`src/rtl/des_f_function.sv`:
```
// DES round function f(R,K): expansion, subkey mix, S-boxes S1..S8 and permutation P.
// One-cycle latency with a registered result and valid flag.
module des_f_function (
    input  logic        clk,
    input  logic        rst,
    input  logic        in_valid,
    input  logic [31:0] r_in,
    input  logic [47:0] subkey,
    output logic        out_valid,
    output logic [31:0] f_out
);

    localparam int unsigned R_W  = 32;
    localparam int unsigned X_W  = 48;
    localparam int unsigned N_SB = 8;

    // Each table holds 64 nibbles; entry row*16+col sits at the left, read MSB first.
    localparam logic [255:0] SBOX [N_SB] = '{
        256'hE4D12FB83A6C5907_0F74E2D1A6CB9538_41E8D62BFC973A50_FC8249175B3EA06D,
        256'hF18E6B34972DC05A_3D47F28EC01A69B5_0E7BA4D158C6932F_D8A13F42B67C05E9,
        256'hA09E63F51DC7B428_D709346A285ECBF1_D6498F30B12C5AE7_1AD069874FE3B52C,
        256'h7DE3069A1285BC4F_D8B56F03472C1AE9_A690CB7DF13E5284_3F06A1D8945BC72E,
        256'h2C417AB6853FD0E9_EB2C47D150FA3986_421BAD78F9C5630E_B8C71E2D6F09A453,
        256'hC1AF92680D34E75B_AF427C9561DE0B38_9EF528C3704A1DB6_432C95FABE17608D,
        256'h4B2EF08D3C975A61_D0B7491AE35C2F86_14BDC37EAF680592_6BD814A7950FE23C,
        256'hD2846FB1A93E50C7_1FD8A374C56B0E92_7B419CE206ADF358_21E74A8DFC90356B
    };

    function automatic logic [3:0] sbox_lookup(input logic [255:0] tab, input logic [5:0] b);
        logic [5:0] idx;
        logic [7:0] pos;
        idx = {b[5], b[0], b[4:1]};
        pos = 8'd252 - {idx, 2'b00};
        return tab[pos +: 4];
    endfunction

    logic [X_W-1:0] w_expand;
    logic [X_W-1:0] w_mix;
    logic [R_W-1:0] w_sbox;
    logic [R_W-1:0] w_f;
    logic           r_valid;
    logic [R_W-1:0] r_f;

    // Expansion E: DES bit n lives at index 32-n.
    assign w_expand = {r_in[0],     r_in[31:27],
                       r_in[28:23], r_in[24:19],
                       r_in[20:15], r_in[16:11],
                       r_in[12:7],  r_in[8:3],
                       r_in[4:0],   r_in[31]};

    assign w_mix = w_expand ^ subkey;

    always_comb begin
        w_sbox = '0;
        for (int j = 0; j < N_SB; j++) begin
            w_sbox[31-4*j -: 4] = sbox_lookup(SBOX[j], w_mix[47-6*j -: 6]);
        end
    end

    // Permutation P
    assign w_f = {w_sbox[16], w_sbox[25], w_sbox[12], w_sbox[11],
                  w_sbox[3],  w_sbox[20], w_sbox[4],  w_sbox[15],
                  w_sbox[31], w_sbox[17], w_sbox[9],  w_sbox[6],
                  w_sbox[27], w_sbox[14], w_sbox[1],  w_sbox[22],
                  w_sbox[30], w_sbox[24], w_sbox[8],  w_sbox[18],
                  w_sbox[0],  w_sbox[5],  w_sbox[29], w_sbox[23],
                  w_sbox[13], w_sbox[19], w_sbox[2],  w_sbox[26],
                  w_sbox[10], w_sbox[21], w_sbox[28], w_sbox[7]};

    always_ff @(posedge clk) begin
        if (rst) begin
            r_valid <= 1'b0;
            r_f     <= '0;
        end else begin
            r_valid <= in_valid;
            if (in_valid) begin
                r_f <= w_f;
            end
        end
    end

    assign out_valid = r_valid;
    assign f_out     = r_f;

endmodule

```
`config.mk`:
```
export PLATFORM = sky130hd
export DESIGN_NAME = des_f_function
export DESIGN_NICKNAME = d
export VERILOG_FILES = /design/src/rtl/des_f_function.sv
export SDC_FILE = /design/constraint.sdc
export NUM_CORES = 1
export LEC_CHECK = 0
export BUFFER_PORTS_ARGS = -buffer_cell sky130_fd_sc_hd__buf_2
export CORE_MARGIN = 5
export CORE_UTILIZATION = 45
export DETAILED_ROUTE_END_ITERATION = 10
export GPL_ROUTABILITY_DRIVEN = 0
export PLACE_DENSITY_LB_ADDON = 0.05
export RECOVER_POWER = 50
export SLEW_MARGIN = 20
export SYNTH_ARGS = -nofsm -noshare
export SYNTH_HDL_FRONTEND = slang
export SYNTH_SLANG_ARGS = --single-unit
export TNS_END_PERCENT = 1
```
`constraint.sdc`:
```
create_clock -name clk -period 2.5 [get_ports clk]
set_input_delay 0.25 -clock clk [delete_from_list [all_inputs] [get_ports clk]]
set_output_delay 0.25 -clock clk [all_outputs]
set_load 0.03 [all_outputs]
```
Word-level counts from Yosys, hierarchy flattened. Cells that the tools add are included.

Flip-flop bits (word level): 33. Input port bits: 83. Logic and storage cells: 19. Output and inout port bits: 33.

Shift-type cells: 8. Bitwise gates (word level): 1. Add/sub/neg operators: 8.

Operators with widths (number): $shiftx 256x9->4 const A (8); $sub 8x8->8 const A (8); $xor 48x48->48 (1).

Depth between registers and ports, before layout. Gate-level depths: netlist of run 1.

Depth in word-level cells: 3. Gate-level depth with buffers: 10. Depth with buffers taken out: 9.

Worst setup path before layout of run 1. No wires, ideal clock.

Path kind: in2reg. Start: input port subkey[14]. End: register r_f[3], in the netlist f_out[3]. Arrival: 2.302 ns. Cell stages on the path: 9. Setup slack: 0.112 ns. Path buffers: 1. Library setup time: 0.086 ns. Required time: 2.414 ns. Cell sequence: xnor2_1 clkbuf_1 inv_1 ha_1 mux4_2 and2_1 a311oi_1 a31oi_1 a211oi_1.

Cells in the longest elaborated chain, start to end: 3.

RTL lines: start: declaration (line 8) `input logic [47:0] subkey,`; $xor 48x48->48 (line 51) `assign w_mix = w_expand ^ subkey;`; $sub 8x8->8 (line 33) `pos = 8'd252 - {idx, 2'b00};`; $shiftx 256x9->4 (line 34) `return tab[pos +: 4];`; end signal: assignment (line 77) `r_f <= w_f;`; end: declaration (line 42) `logic [R_W-1:0] r_f;`.

Every way passes these cells. A chain may end at the register's enable or synchronous reset.

Worst setup path in the final report of run 1.
Start: input port r_in[16]. End: register r_f[6], in the netlist f_out[6].

Cells in the longest elaborated chain, start to end: 3.

RTL lines: start: declaration (line 7) `input logic [31:0] r_in,`; $xor 48x48->48 (line 51); $sub 8x8->8 (line 33); $shiftx 256x9->4 (line 34).

Every way passes these cells.

==> impl_metrics.py, run 1 <==
metrics = {
    "logic_synthesis": {
        "synth_top_family_by_area": "compound AO/OA/AOI/OAI gates",
        "synth_compound_area_frac": 0.320,
        "synthTopCellsByCount": "91 x nand2_1, 86 x nor2_1, 62 x ha_1",
        "synthMostInstantiatedCell": "nand2_1",
        "ys_ff_latch": 33,
        "yosys.area_share.xor_xnor": 0.141,
        "ys_seq_area_frac": 0.107,
        "synth-adder-area-share": 0.125,
        "async_reset_ff_frac": 0,
        "synth_largest_area_cell": "ha_1",
        "synth_fp_nets": 970,
        "synthMuxAreaShare": 0.0788,
        "syn_inst": 825,
        "yosysWarnings": 0,
        "synth_cell_types": 67,
        "synth_edf_count": 0,
        "syn-cell-area_um2": 6190,
        "synth-simple-area-share": 0.169,
        "synthFlopType": "dfxtp_1",
        "yosysTopAreaCellShare": 0.125,
        "syn_area_per_cell_um2": 7.51,
        "synth_top_cells_by_area": "ha_1 13%, dfxtp_1 11%, xnor2_1 6.6%, nand2_1 5.5%, nor2_1 5.2%",
    },
    "die": {
        "core_area_um2": 13300,
        "dieArea_um2": 16200,
        "die_h_um": 127,
        "fp-row-count": 42,
        "die_width_um": 127,
        "io_pins": 116,
        "start_util": 0.464,
    },
    "clock_network": {
        "h-tree-depth": 2,
        "cts_tree": "done",
        "clock_path_buffers": 2,
        "clkLatencyLatePin_ps": 280,
        "clk_pin_slew_ps": 50,
        "cts_buffers": 5,
        "cts_resized": 0,
        "clkSinkCount": 33,
        "cts_setup_buffers": 0,
        "holdBufCountCts": 0,
        "root_buffer": "clkbuf_16",
    },
    "timing": {
        "finalCritPeriodShare": 0.853,
        "rsz0062_at_grt": "no",
        "setup_slack_ps": 368,
        "fin_worst_skew_ps": 0,
        "fin_tns_setup_ps": 0,
        "max_freq_mhz": 469,
        "finalMaxSlewViolations": 0,
        "tightest_slew_ps": 986,
        "finalSetupViolations": 0,
        "min_period_ps": 2130,
        "relSlewSlack": 0.338,
        "hold_viol_final": 0,
    },
    "placement": {
        "pre_cts_ws_ps": 116,
        "place_area_um2": 7350,
        "portBuffers": 115,
        "dp_hpwl_um": 14200,
    },
    "min_path": {
        "hold_path_class": "input pin to register",
    },
    "global_route": {
        "grt-ovfl-total": 0,
        "grt_pass1_wl_um": 30800,
        "first_global_vias": 6430,
        "grt_antenna_before_repair": 0,
        "grt_max_degree": 27,
        "track_usage": 0.220,
    },
    "power": {
        "switching_power_w": 0.00161,
        "peakVddDrop_mv": 0.229,
        "seqPwrFrac": 0.180,
        "p_clk_frac": 0.174,
        "p_leak_nw": 3.06,
        "comb_power_share": 0.646,
        "internal_power_w": 0.00191,
        "swShare": 0.458,
        "power_density_nw_per_um2": 472,
    },
    "routing": {
        "wire_per_inst_um": 16.2,
        "drt-pass1-iter-count": 5,
        "drt_iter0_drc": 798,
        "viasPerCell": 6.04,
        "wirelength_um": 18700,
        "vias": 6943,
        "antenna_left": 0,
        "drc": 0,
    },
    "job": {
        "cap_violations": 0,
    },
    "worst_setup_path": {
        "worstPathMaxFanout": 7,
        "arrival_ps": 2280,
        "crit_type": "input pin to register",
        "required_ps": 2650,
        "start_kind": "input pin",
        "endpoint_kind": "register",
    },
    "cells_and_area": {
        "multiInputGateArea_um2": 5180,
        "antenna_cells": 0,
        "synthToLayoutAreaGrowth_pct": 20.5,
        "final_net_count": 1119,
        "filler_cell_count": 1314,
        "fin_util": 0.559,
        "final_layout_size_suffix_gt1_frac": 0.199,
        "seqCellArea_um2": 661,
        "fin_area_um2": 7460,
    },
    "run_status": {
        "status": "finished clean",
    },
}
-- final cells by class --
class,instances,share of cell area
Clock buffer,7,0.0191
Inverter,36,0.0181
Multi-Input combinational cell,706,0.694
Sequential cell,33,0.0886
Tap cell,176,0.0295
Timing Repair Buffer,192,0.151
-- metal layers --
layer | track usage | routed length [um] | vias to the layer above
li1 | - | - | 3400
met1 | 0.294 | 7900 | 3194
met2 | 0.364 | 8920 | 315
met3 | 0.0346 | 1460 | 34
met4 | 0.0694 | 398 | 0
met5 | 0 | 0 | -
-- cell families after synthesis --
kind of cell,after synthesis
and+or+nand+nor,245
xor gates and xnor gates,91
adders and majority gates,62
buffers and inverters,86
AOI/OAI and AO/OA,276
DFF,33
muxes,32
-- layout by cell type (no fill, tap or decap), drive strengths merged, types with 5 or more instances in the layout --
cell,Yosys,final
o311ai,11,11
or3,5,5
mux2i,18,18
o2111ai,7,7
nor2,87,87
mux4,13,13
ha,62,62
o21ai,37,37
a21oi,42,42
a2111oi,5,5
inv,31,31
a311oi,13,13
nor3,16,16
a211oi,41,41
o211ai,41,41
clkinv,5,5
dfxtp,33,33
nand3,21,21
a31oi,17,17
buf,20,159
nor4,6,6
o32ai,5,5
nand2,91,91
xor2,42,42
clkbuf,30,40
o22ai,9,9
a32o,5,5
xnor2,49,49
-- registers in the layout, summed over array words and instances, names as in the netlist --
name	count
f_out	32
out_valid	1
-- power groups by stage --
| stage | combinational, W | clock, W | sequential (W) |
|---|---|---|---|
| detailed placement | 0.00225 | 0 | 0.000641 |
| floorplan | 0.00146 | 0 | 0.000756 |
| global route | 0.00250 | 0.000653 | 0.000639 |
| CTS | 0.00227 | 0.000625 | 0.000631 |
| global placement | 0.00222 | 0 | 0.000642 |
| finish | 0.00227 | 0.000614 | 0.000634 |
-- path summary, 6_finish.rpt --
path                                start         to  slack, ps  depth (start not counted)
worst min register to register   f_out[5]   f_out[5]        460                          1
worst min-delay path             in_valid  f_out[25]        400                          3
worst max-delay path             r_in[16]   f_out[6]        370                          7
worst max register to register  f_out[21]  f_out[21]       1630                          2
-- per-stage QoR --
stage / instances / power [W] / hold WS [ps]
final: 1150 / 0.00352 / 398
after global routing: 1150 / 0.00379 / 418
after CTS: 1150 / 0.00352 / 398
after detailed placement: 1143 / 0.00290 / 450
after global placement: 1143 / 0.00286 / 451
after floorplan: 825 / 0.00222 / 524
-- critical path, cell delays in order --
cell and delay [ps]:
buf_2 120, xor2_1 490, inv_1 230, ha_1 330
mux4_2 480, o2111ai_1 220, o311ai_0 150
(Power assumes the default switching activity.)
==> run 2: changes to the inputs <==
--- a/config.mk
+++ b/config.mk
@@ -5,11 +5,10 @@
 export SDC_FILE = /design/constraint.sdc
 export NUM_CORES = 1
 export LEC_CHECK = 0
-export BUFFER_PORTS_ARGS = -buffer_cell sky130_fd_sc_hd__buf_2
 export CORE_MARGIN = 5
 export CORE_UTILIZATION = 45
 export DETAILED_ROUTE_END_ITERATION = 10
-export GPL_ROUTABILITY_DRIVEN = 0
+export DONT_BUFFER_PORTS = 1
 export PLACE_DENSITY_LB_ADDON = 0.05
 export RECOVER_POWER = 50
 export SLEW_MARGIN = 20
==> impl_metrics.py, run 2 (same netlist as run 1, synthesis figures left out) <==
metrics = {
    "run_status": {
        "status": "finished clean",
    },
    "clock_network": {
        "cts_buffers": 5,
        "clock_path_buffers": 2,
        "cts_resized": 0,
        "clkSinkCount": 33,
        "clkLatencyLatePin_ps": 280,
        "clk_pin_slew_ps": 70,
        "h-tree-depth": 2,
        "holdBufCountCts": 0,
        "cts_setup_buffers": 0,
        "cts_tree": "done",
        "root_buffer": "clkbuf_16",
    },
    "power": {
        "p_leak_nw": 2.64,
        "comb_power_share": 0.581,
        "p_clk_frac": 0.190,
        "seqPwrFrac": 0.228,
        "power_density_nw_per_um2": 491,
        "internal_power_w": 0.00180,
        "swShare": 0.464,
        "peakVddDrop_mv": 0.246,
        "switching_power_w": 0.00156,
    },
    "die": {
        "start_util": 0.464,
        "die_h_um": 127,
        "fp-row-count": 42,
        "die_width_um": 127,
        "core_area_um2": 13300,
        "io_pins": 116,
        "dieArea_um2": 16200,
    },
    "timing": {
        "relSlewSlack": 0.388,
        "min_period_ps": 1970,
        "fin_worst_skew_ps": 0,
        "max_freq_mhz": 507,
        "finalCritPeriodShare": 0.790,
        "fin_tns_setup_ps": 0,
        "finalMaxSlewViolations": 0,
        "rsz0062_at_grt": "no",
        "whs_ps": 19.7,
        "hold_viol_final": 0,
        "tightest_slew_ps": 911,
        "finalSetupViolations": 0,
    },
    "min_path": {
        "hp-start": "rst",
        "hold_path_class": "input pin to register",
        "holdPathStages": 1,
        "worstHoldEndpoint": "f_out[8]",
    },
    "placement": {
        "place_congestion": 0.968,
        "portBuffers": 0,
        "dp_hpwl_um": 13600,
        "dp_cells": 1017,
    },
    "global_route": {
        "track_usage": 0.217,
        "grt_max_degree": 44,
        "grt_pass1_wl_um": 30000,
        "first_global_vias": 6058,
        "grt_antenna_before_repair": 0,
        "grt-ovfl-total": 0,
    },
    "worst_setup_path": {
        "r2r_cells": 2,
        "start_kind": "input pin",
        "arrival_ps": 2150,
        "worstPathMaxFanout": 11,
        "endpoint_kind": "register",
        "r2r_start": "f_out[6]",
        "required_ps": 2680,
        "rr_endpoint": "f_out[6]",
        "crit_type": "input pin to register",
        "rrSetupSlack_ps": 1440,
    },
    "cells_and_area": {
        "final_net_count": 993,
        "final_layout_size_suffix_gt1_frac": 0.120,
        "antenna_cells": 0,
        "filler_cell_count": 1335,
        "final_common_cell": "nand2_1",
        "synthToLayoutAreaGrowth_pct": 10.2,
        "layout_common_cells": "91 x nand2_1, 86 x nor2_1, 66 x buf_4, 62 x ha_1, 46 x xnor2_1",
        "instances_no_fill": 1025,
        "largest_reg_flops": 32,
    },
    "routing": {
        "drc": 0,
        "wirelength_um": 18200,
        "wire_per_inst_um": 17.8,
        "vias": 6447,
        "drt-pass1-iter-count": 5,
        "viasPerCell": 6.29,
        "drt_iter0_drc": 812,
        "antenna_left": 0,
    },
    "job": {
        "cap_violations": 0,
    },
}
-- run 2: changes by cell type in the layout (fill, tap and decap cells not counted), sizes merged --
cell / change
clkbuf: -34
clkinv: +2
buf: -93
-- run 2: metal layers --
layer  global-route usage  share of wire  routed length, um  vias to the layer above
met2                0.357           0.47               8650                      313
li1                     -              -                  -                     3144
met1                0.296           0.43               7850                     2959
met5                    0              0                  0                        -
met4               0.0637          0.020                359                        0
met3               0.0288          0.074               1350                       31
-- run 2: how the worst max path moves through the flow --
stage | to | slack [ps] | depth (start not counted) | start
floorplan | f_out[3] | 110 | 9 | subkey[14]
global placement | f_out[3] | 350 | 8 | subkey[14]
detailed placement | f_out[23] | 270 | 8 | subkey[44]
CTS | f_out[23] | 570 | 8 | subkey[44]
global route | f_out[23] | 360 | 8 | subkey[44]
finish | f_out[23] | 530 | 8 | subkey[44]
-- run 2: layout make-up --
class	instances	area (um^2)	area share
Clock buffer	6	129	0.0189
Clock inverter	2	10.0	0.00147
Timing Repair Buffer	66	495	0.0726
Multi-Input combinational cell	706	5180	0.758
Inverter	36	135	0.0198
Sequential cell	33	661	0.0968
Tap cell	176	220	0.0323
-- run 2: per-stage QoR --
step	worst slack (ps)	utilization	power (W)	instance area (um^2)
2_1_floorplan	112	-	0.00222	6190
3_3_place_gp	347	0.501	0.00269	6690
3_5_place_dp	274	0.501	0.00269	6690
4_1_cts	568	0.511	0.00335	6830
5_1_grt	364	0.511	0.00361	6830
6_report	526	0.511	0.00335	6830
-- run 2: power groups by stage --
stage	Sequential, W	Combinational (W)	Clock (W)
2_1_floorplan	0.000756	0.00146	0
3_3_place_gp	0.000780	0.00191	0
3_5_place_dp	0.000780	0.00191	0
4_1_cts	0.000768	0.00192	0.000655
5_1_grt	0.000773	0.00216	0.000678
6_report	0.000765	0.00195	0.000638
-- run 2: worst max-delay path, cell delays in order --
cell	delay, ps
xor2_2	390
inv_2	200
ha_1	270
nor3_1	270
or3_1	150
o21ai_0	80
a221o_1	360
a22o_1	180
